`config.mk`:
```
export PLATFORM = sky130hd
export DESIGN_NAME = red_pitaya_pwm_bank
export DESIGN_NICKNAME = d
export VERILOG_FILES = /design/src/rtl/red_pitaya_pwm_pkg.sv /design/src/rtl/red_pitaya_pwm_ch.sv /design/src/rtl/red_pitaya_pwm_bank.sv
export SDC_FILE = /design/constraint.sdc
export NUM_CORES = 1
export LEC_CHECK = 0
export BUFFER_PORTS_ARGS = -buffer_cell sky130_fd_sc_hd__buf_2
export CORE_ASPECT_RATIO = 2
export CORE_MARGIN = 5
export CORE_UTILIZATION = 51
export CTS_CLUSTER_SIZE = 24
export DETAILED_ROUTE_END_ITERATION = 10
export GPL_ROUTABILITY_DRIVEN = 0
export PLACE_DENSITY = 0.74
export REMOVE_ABC_BUFFERS = 1
export SYNTH_ARGS = -nofsm -noshare
export SYNTH_HDL_FRONTEND = slang
export SYNTH_HIERARCHICAL = 1
export SYNTH_SLANG_ARGS = --single-unit
```
`constraint.sdc`:
```
create_clock -name clk_i -period 3.7 [get_ports clk_i]
set_clock_uncertainty 0.2 [all_clocks]
set_input_delay 0.37 -clock clk_i [delete_from_list [all_inputs] [get_ports clk_i]]
set_output_delay 0.37 -clock clk_i [all_outputs]
set_load 0.02 [all_outputs]
```
`src/rtl/red_pitaya_pwm_pkg.sv`:
```
// Shared definitions for the dithered PWM bank.
//   - Config word layout: base duty in [23:16], per-period dither mask in [15:0].
//   - Counter widths and terminal values for the period counter and the dither index.
//   - pwm_thr(): 9-bit threshold for one channel in the current dither period.
package red_pitaya_pwm_pkg;

  localparam int unsigned CCW      = 24;
  localparam int unsigned PWM_BITS = 8;
  localparam int unsigned DITH_LEN = CCW - PWM_BITS;
  localparam int unsigned IDX_BITS = 4;

  localparam int unsigned DUTY_MSB = CCW - 1;
  localparam int unsigned DUTY_LSB = DITH_LEN;
  localparam int unsigned MASK_MSB = DITH_LEN - 1;
  localparam int unsigned MASK_LSB = 0;

  localparam logic [PWM_BITS-1:0] CNT_MAX = '1;
  localparam logic [IDX_BITS-1:0] IDX_MAX = '1;

  typedef logic [CCW-1:0]      cfg_t;
  typedef logic [PWM_BITS:0]   thr_t;
  typedef logic [PWM_BITS-1:0] cnt_t;
  typedef logic [IDX_BITS-1:0] idx_t;

  // Threshold = duty + mask[idx]; the extra MSB holds the 256 case (duty 255 plus a dither bit).
  function automatic thr_t pwm_thr(input cfg_t cfg, input idx_t idx);
    logic [DITH_LEN-1:0] mask;
    thr_t                duty;
    thr_t                dith;
    mask = cfg[MASK_MSB:MASK_LSB];
    duty = {1'b0, cfg[DUTY_MSB:DUTY_LSB]};
    dith = {{PWM_BITS{1'b0}}, mask[idx]};
    return duty + dith;
  endfunction

endpackage

```
`src/rtl/red_pitaya_pwm_ch.sv`:
```
// One dithered PWM channel.
//   clk_i   PWM clock
//   rst_i   synchronous active-high reset
//   load_i  capture cfg_i into the channel's config register (frame end or sync)
//   cnt_i   shared period counter
//   idx_i   shared dither index (period number within the frame)
//   cfg_i   live config word for this channel
//   pwm_o   registered PWM output
module red_pitaya_pwm_ch
  import red_pitaya_pwm_pkg::*;
(
  input  logic                clk_i,
  input  logic                rst_i,
  input  logic                load_i,
  input  logic [PWM_BITS-1:0] cnt_i,
  input  logic [IDX_BITS-1:0] idx_i,
  input  logic [CCW-1:0]      cfg_i,
  output logic                pwm_o
);

  logic [CCW-1:0]  r_cfg;
  logic            r_pwm;
  logic [PWM_BITS:0] w_thr;
  logic            w_pwm_d;

  // The compare uses the config held for the current frame; a load on this edge only
  // affects the next counter value, so duty and mask always switch together.
  always_comb begin
    w_thr   = pwm_thr(r_cfg, idx_i);
    w_pwm_d = ({1'b0, cnt_i} < w_thr);
  end

  always_ff @(posedge clk_i) begin
    if (rst_i) begin
      r_cfg <= '0;
      r_pwm <= 1'b0;
    end else begin
      if (load_i) begin
        r_cfg <= cfg_i;
      end
      r_pwm <= w_pwm_d;
    end
  end

  assign pwm_o = r_pwm;

endmodule

```
`src/rtl/red_pitaya_pwm_bank.sv`:
```
// Multi-channel dithered PWM generator driving the slow-analog RC filters.
// Each channel produces base duty (out of 256) plus one extra high clock in the periods
// selected by its 16-bit dither mask; a frame is 16 periods.
//   clk_i    PWM clock
//   rst_i    synchronous active-high reset
//   cfg_i    NCH packed config words, channel n at [n*CCW +: CCW]
//   sync_i   frame restart; counters return to zero and config loads immediately
//   pwm_o    registered PWM outputs, bit n = channel n
//   frame_o  registered strobe on the first clock of each frame seen on pwm_o
module red_pitaya_pwm_bank
  import red_pitaya_pwm_pkg::*;
#(
  parameter int unsigned NCH = 4
) (
  input  logic               clk_i,
  input  logic               rst_i,
  input  logic [NCH*CCW-1:0] cfg_i,
  input  logic               sync_i,
  output logic [NCH-1:0]     pwm_o,
  output logic               frame_o
);

  logic [PWM_BITS-1:0] r_cnt;
  logic [IDX_BITS-1:0] r_idx;
  logic                r_frame;
  logic                w_period_end;
  logic                w_frame_end;
  logic                w_frame_start;
  logic                w_load;

  always_comb begin
    w_period_end  = (r_cnt == CNT_MAX);
    w_frame_end   = w_period_end && (r_idx == IDX_MAX);
    w_frame_start = (r_cnt == '0) && (r_idx == '0);
    // A sync on the frame-end edge is a single load, same as either alone.
    w_load        = w_frame_end || sync_i;
  end

  always_ff @(posedge clk_i) begin
    if (rst_i) begin
      r_cnt   <= '0;
      r_idx   <= '0;
      r_frame <= 1'b0;
    end else begin
      if (sync_i) begin
        r_cnt <= '0;
        r_idx <= '0;
      end else begin
        r_cnt <= r_cnt + 1'b1;
        if (w_period_end) begin
          r_idx <= r_idx + 1'b1;
        end
      end
      // Registered from the same counter value the channels compare, so it lines up with pwm_o.
      r_frame <= w_frame_start;
    end
  end

  assign frame_o = r_frame;

  for (genvar n = 0; n < NCH; n++) begin : g_ch
    red_pitaya_pwm_ch u_ch (
      .clk_i  (clk_i),
      .rst_i  (rst_i),
      .load_i (w_load),
      .cnt_i  (r_cnt),
      .idx_i  (r_idx),
      .cfg_i  (cfg_i[n*CCW +: CCW]),
      .pwm_o  (pwm_o[n])
    );
  end

endmodule

```
==> results.ini, run 1 <==
[drt]
vias = 4592
vias_per_cell = 5.44
wl_per_cell_um = 17.2
drt_iter0_markers = 252
route.detailed.drc = 0
ant_nets = 0
wl_mm = 14.6
drt_first_pass_iters = 4

[sta]
worst_slew_pin_slew_ns = 0.696
fin_hold_ws_ns = 0.00482
clock.fmax_mhz = 270
setup_violations = 1
fin_crit_sh = 1.00
tns_ns = -0.0105
final.min_clock_period_ns = 3.71
fin_ws_ns = -0.0105
hold_viol = 0
rsz0062_at_grt = yes
relSlewSlack = 0.536
maxSlewViolCount = 0

[synthesis]
synth_warnings = 6
synth-seq-cells = 113
synth_top_area_share = 0.396
seq_area_frac_synth = 0.396
synth-edff-count = 0
synthArstFlopShare = 0
synth_area_per_cell_um2 = 10.5
ys.flop_type = dfxtp_1
ys_top_cells_by_count = dfxtp_1, nor2_1, mux2i_1, ha_1, nand3_1
syn_inst = 546
synth.area.top_cells = dfxtp_1, mux2i_1, ha_1
synth_cell_types = 34
syn_area_um2 = 5710
yosys.area.top_type = dfxtp_1
synth.most_common_cell = dfxtp_1

[placement]
pre_cts_ws_ns = -0.120
dp_cells = 774
port_buffers = 103
place_hpwl_mm = 9.67

[grt]
busiest_layer = met2
grt_use_met3 = 0.0471
grt_overflow = 0
antenna_found_initial = 0
grtUsageTotal = 0.210
grt_use_met1 = 0.214
grt_pass1_vias = 4923
grt_pass1_wl_mm = 22.9
met2_usage = 0.389
grt_max_degree = 68

[setup_path]
cp_slowest_cell = mux4_2
r2r_start = r_idx[0]
reg2reg_depth = 13
arrival_ns = 3.83
r2r-end = g_ch[3].u_ch/pwm_o
r2r_setup_slack_ns = -0.01
cpLargestDelayFamily = multiplexers
cp_cell_sequence = buf_8 > mux4_2 > mux4_2 > ha_4 > ha_4 > and3_4 > nand3_4 > xor2_2 > ha_1 > a211o_1 > a21oi_2 > o21ai_2 > a221oi_2
path_class = reg2reg
path_buf_inv = 1
cp_num_cells = 13
cp.required_ns = 3.82
max_stage_delay_ns = 0.53
end_kind = flop
startpoint_type = flop
crit_fanout = 5

[cells_and_area]
layout-drive-gt1-share = 0.300
insertedDiodeCount = 0
synthToLayoutAreaGrowth_pct = 32.5
nNetsFinal = 834
fin_cells = 844

[pwr]
total_power_mw = 3.32
p_leak_nw = 3.43
powerDensity_nw_per_um2 = 439
irDropWorstVdd_v = 0.000416

[worst_hold_path]
hp-start = cfg_i[68]
min_path_type = in2reg
whs_endpoint = g_ch[2].u_ch/r_cfg[20]
holdPathStages = 3

[floorplanning]
start_util = 0.521
die_w_um = 84.8
io-pin-count = 104
coreArea_um2 = 10900
dieArea_um2 = 13500
rows = 54
fp.dieH_um = 160

[clock_network]
cts_max_level = 4
cts_sinks = 113
clk-insertion-delay-late_ns = 0.41
cts_tree = built
cts_buffers = 17
cts-root-buf = clkbuf_16
clkTransAtPathRegs_ns = 0.06
clockBufferDepth = 2

[run_status]
status = finished with violations
violations = negative setup slack

[flow_run]
maxCapViolations = 0

[kinds of logic (layout without fill, tap and decap cells)]
family | after synthesis | in the layout | share of synthesized area
AOI/OAI and AO/OA | 41 | 41 | 0.0445
xor gates and xnor gates | 27 | 27 | 0.0414
adders and majority gates | 44 | 44 | 0.0965
buffers and inverters | 33 | 191 | 0.0248
DFF | 113 | 113 | 0.396
muxes | 117 | 117 | 0.260
and+or+nand+nor | 171 | 171 | 0.137
[cells in the final DEF, fill, tap and decap left out, drive strengths merged, types with 8 or more instances in the layout]
cell type and count:
mux2i 97, nand3 26, and3 18, dlygate4sd3 29
mux4 20, a21oi 14, dfxtp 113, xnor2 13
clkbuf 21, o21ai 12, nand2b 8, inv 8
ha 44, nor2 101, buf 121, xor2 14
[worst max path at each step]
stage / start / end / slack [ns]
after global routing: r_idx[0] / g_ch[3].u_ch/pwm_o / -0.10
after floorplan: r_idx[0] / g_ch[0].u_ch/pwm_o / -0.19
final: r_idx[0] / g_ch[3].u_ch/pwm_o / -0.01
after detailed placement: r_idx[0] / g_ch[3].u_ch/pwm_o / -0.12
after global placement: r_idx[0] / g_ch[1].u_ch/pwm_o / 0.07
after CTS: r_idx[0] / g_ch[1].u_ch/pwm_o / -0.02
[layout make-up]
type	instances	area (um2)
Clock buffer	20	467
Clock inverter	12	134
Fill cell	857	3380
Inverter	8	30.0
Multi-Input combinational cell	400	3470
Sequential cell	113	2270
Tap cell	140	175
Timing Repair Buffer	151	1020
[through the flow]
stage	utilization	cell area (um2)
6_report	0.691	7560
5_1_grt	0.691	7560
4_1_cts	0.671	7350
3_5_place_dp	0.584	6400
3_3_place_gp	0.584	6400
2_1_floorplan	-	5600
[worst min-delay path, stage by stage]
cell and delay, ns:
buf_2 0.08, mux2i_1 0.06, nor2_1 0.07
[flip-flops by register name (all words and copies together) (netlist names)]
register and count:
g_ch.u_ch/pwm_o 4, frame_o 1, r_idx 4, g_ch.u_ch/r_cfg 96
r_cnt 8
[per-layer routing]
layer  vias up  share of wire  wire [um]
li1       2239              -          -
met1      2227           0.37       5330
met2        98           0.57       8320
met3        28          0.035        507
met4         0          0.027        394
met5         -              0          0
[power breakdown]
group | total (mW) | switching [mW] | internal [mW] | leakage (nW)
Combinational | 0.350 | 0.158 | 0.192 | 2.22
Sequential | 1.35 | 0.0619 | 1.29 | 0.933
Clock | 1.62 | 0.576 | 1.04 | 0.280
Total | 3.32 | 0.796 | 2.52 | 3.43
[timing repair]
item	CTS	global route
cloned	1	1
resized for setup	17	57
endpoints found under the hold margin	29	0
buffers inserted	2	5
pin swaps	3	21
hold buffers	29	0
endpoints found under the setup margin	4	4
No activity file was read; power rests on OpenSTA's default activity.
==> run 2, diff against run 1 <==
--- a/config.mk
+++ b/config.mk
@@ -12,6 +12,7 @@
 export CTS_CLUSTER_SIZE = 24
 export DETAILED_ROUTE_END_ITERATION = 10
 export GPL_ROUTABILITY_DRIVEN = 0
+export HOLD_SLACK_MARGIN = 0.15
 export PLACE_DENSITY = 0.74
 export REMOVE_ABC_BUFFERS = 1
 export SYNTH_ARGS = -nofsm -noshare
==> run 2 against run 1 <==
The flow still finishes with violations (negative setup slack); clock power about the same; sequential share of layout area is 2.5 points lower; clock-buffer cell count stayed put; cell count increased by 8.2%; die area did not move; final area rose by 9.0%; combinational power is 20% higher; sequential power about the same; flip-flop and latch count stayed put; register-to-register slack got worse by 0.05 ns; fmax down 1.3%; non-clock buffer count up 69.
==> results.ini, run 2 (synthesized netlist as in run 1, its figures left out) <==
[cells_and_area]
synthToLayoutAreaGrowth_pct = 44.5  ; was 32.5%
final_util = 0.754  ; was 0.691
reg_top3 = g_ch.u_ch/r_cfg x96, r_cnt x8  ; unchanged
top_register = g_ch.u_ch/r_cfg  ; unchanged
fin_cells = 913  ; was 844
insertedDiodeCount = 0  ; unchanged
largest_reg_flops = 96  ; unchanged
mostFrequentLayoutCell = dfxtp_1  ; unchanged
layout-drive-gt1-share = 0.276  ; was 0.300
nNetsFinal = 903  ; was 834
most-common-layout-cells = dfxtp_1, buf_2, nor2_1, mux2i_1, dlygate4sd3_1  ; was dfxtp_1, buf_2, nor2_1, mux2i_1, ha_1

[sta]
hold_viol = 0  ; unchanged
setup_violations = 1  ; unchanged
final.min_clock_period_ns = 3.76  ; was 3.71 ns
fin_ws_ns = -0.0593  ; was -0.0105 ns
fin_hold_ws_ns = 0.280  ; was 0.00482 ns
maxSlewViolCount = 0  ; unchanged
rsz0062_at_grt = yes  ; unchanged
fin_crit_sh = 1.02  ; was 1.00
clock.fmax_mhz = 266  ; was 270 MHz
worst_slew_pin_slew_ns = 0.718  ; was 0.696 ns
relSlewSlack = 0.521  ; was 0.536

[grt]
grtUsageTotal = 0.243  ; was 0.210
busiest_layer = met2  ; unchanged
grt_pass1_vias = 5515  ; was 4,923
antenna_found_initial = 0  ; unchanged
grt_max_degree = 68  ; unchanged
grt_pass1_wl_mm = 26.2  ; was 22.9 mm
met2_usage = 0.448  ; was 0.389
grt_use_met1 = 0.240  ; was 0.214
grt_use_met3 = 0.0513  ; was 0.0471
grt_overflow = 0  ; unchanged

[drt]
ant_nets = 0  ; unchanged
vias = 5025  ; was 4,592
route.detailed.drc = 0  ; unchanged
wl_mm = 16.8  ; was 14.6 mm
wl_per_cell_um = 18.4  ; was 17.2 um
drt_first_pass_iters = 4  ; unchanged
vias_per_cell = 5.50  ; was 5.44
drt_iter0_markers = 290  ; was 252

[clock_network]
cts-root-buf = clkbuf_16  ; unchanged
clkTransAtPathRegs_ns = 0.06  ; about the same
cts_buffers = 17  ; unchanged
clockBufferDepth = 2  ; unchanged
cts_tree = built  ; unchanged
cts_sinks = 113  ; unchanged
clk-insertion-delay-late_ns = 0.41  ; about the same
cts_max_level = 4  ; unchanged

[run_status]
status = finished with violations  ; unchanged
violations = negative setup slack  ; unchanged

[placement]
place_hpwl_mm = 9.67  ; unchanged
dp_cells = 774  ; unchanged
port_buffers = 103  ; unchanged

[pwr]
comb_power_share = 0.123  ; was 0.106
powerDensity_nw_per_um2 = 414  ; was 439 nW/um2
p_seq_frac = 0.396  ; was 0.407
p_leak_nw = 3.73  ; was 3.43 nW
p_switching_mw = 0.843  ; was 0.796 mW
internal_power_mw = 2.57  ; was 2.52 mW
pwr-share-clk = 0.481  ; was 0.488
irDropWorstVdd_v = 0.000442  ; was 0.000416 V
sw_frac_of_total = 0.247  ; was 0.240

[setup_path]
cp.required_ns = 3.82  ; about the same
r2r_setup_slack_ns = -0.06  ; was -0.01 ns
startpoint_type = flop  ; unchanged
end_kind = flop  ; unchanged
crit_fanout = 5  ; unchanged
arrival_ns = 3.88  ; was 3.83 ns
path_class = reg2reg  ; unchanged

[flow_run]
maxCapViolations = 0  ; unchanged

[floorplanning]
rows = 54  ; unchanged
coreArea_um2 = 10900  ; unchanged
dieArea_um2 = 13500  ; unchanged
die_w_um = 84.8  ; unchanged
fp.dieH_um = 160  ; unchanged
start_util = 0.521  ; unchanged
io-pin-count = 104  ; unchanged

[worst_hold_path]
min_path_type = in2reg  ; unchanged

-- run 2: metal layers --
layer,part of all wire,routed length [um]
met5,0,0
met4,0.053,893
met3,0.037,620
met2,0.56,9500
met1,0.35,5830
-- run 2: layout make-up --
class	instances	area [um2]
Clock inverter	12	134
Fill cell	723	2700
Sequential cell	113	2270
Multi-Input combinational cell	400	3470
Inverter	8	30.0
Clock buffer	20	467
Tap cell	140	175
Timing Repair Buffer	220	1710
-- run 2: final timing paths --
kind,startpoint,end,cells past startpoint
setup / recovery,r_idx[0],g_ch[3].u_ch/pwm_o,13
hold / removal,rst_i,g_ch[0].u_ch/r_cfg[4],2
setup reg to reg,r_idx[0],g_ch[3].u_ch/pwm_o,13
hold reg to reg,g_ch[3].u_ch/r_cfg[11],g_ch[3].u_ch/r_cfg[11],2
-- run 2: through the flow --
stage	power, mW	setup slack [ns]	area, um2	setup TNS [ns]
final	3.41	-0.0593	8250	-0.0593
after global placement	1.65	0.0737	6400	0
after detailed placement	1.67	-0.120	6400	-0.216
after floorplan	1.54	-0.192	5600	-2.82
after CTS	3.37	-0.0195	8030	-0.0195
after global routing	3.53	-0.138	8250	-0.347
-- run 2: power groups by stage --
stage	Sequential, mW	Clock [mW]	Combinational (mW)
floorplan	1.35	0	0.187
global placement	1.36	0	0.289
detailed placement	1.37	0	0.300
CTS	1.34	1.64	0.389
global route	1.36	1.72	0.459
finish	1.35	1.64	0.419
-- run 2: critical path: stages (launching register included) --
cell      delay (ns)
dfxtp_4         0.40
buf_8           0.14
mux4_2          0.51
mux4_2          0.52
ha_4            0.19
ha_4            0.15
and3_4          0.19
nand3_4         0.09
xor2_2          0.15
ha_1            0.27
a211o_1         0.35
a21oi_2         0.16
o21ai_2         0.11
a221oi_2        0.24
-- run 2: timing repair --
item / in CTS / in global routing
hold endpoints to repair: 98 / 0
pin swaps: 3 / 19
setup endpoints to repair: 4 / 4
hold buffers: 97 / 0
gates resized for setup: 17 / 55
setup buffers: 2 / 6
gates cloned: 1 / 1
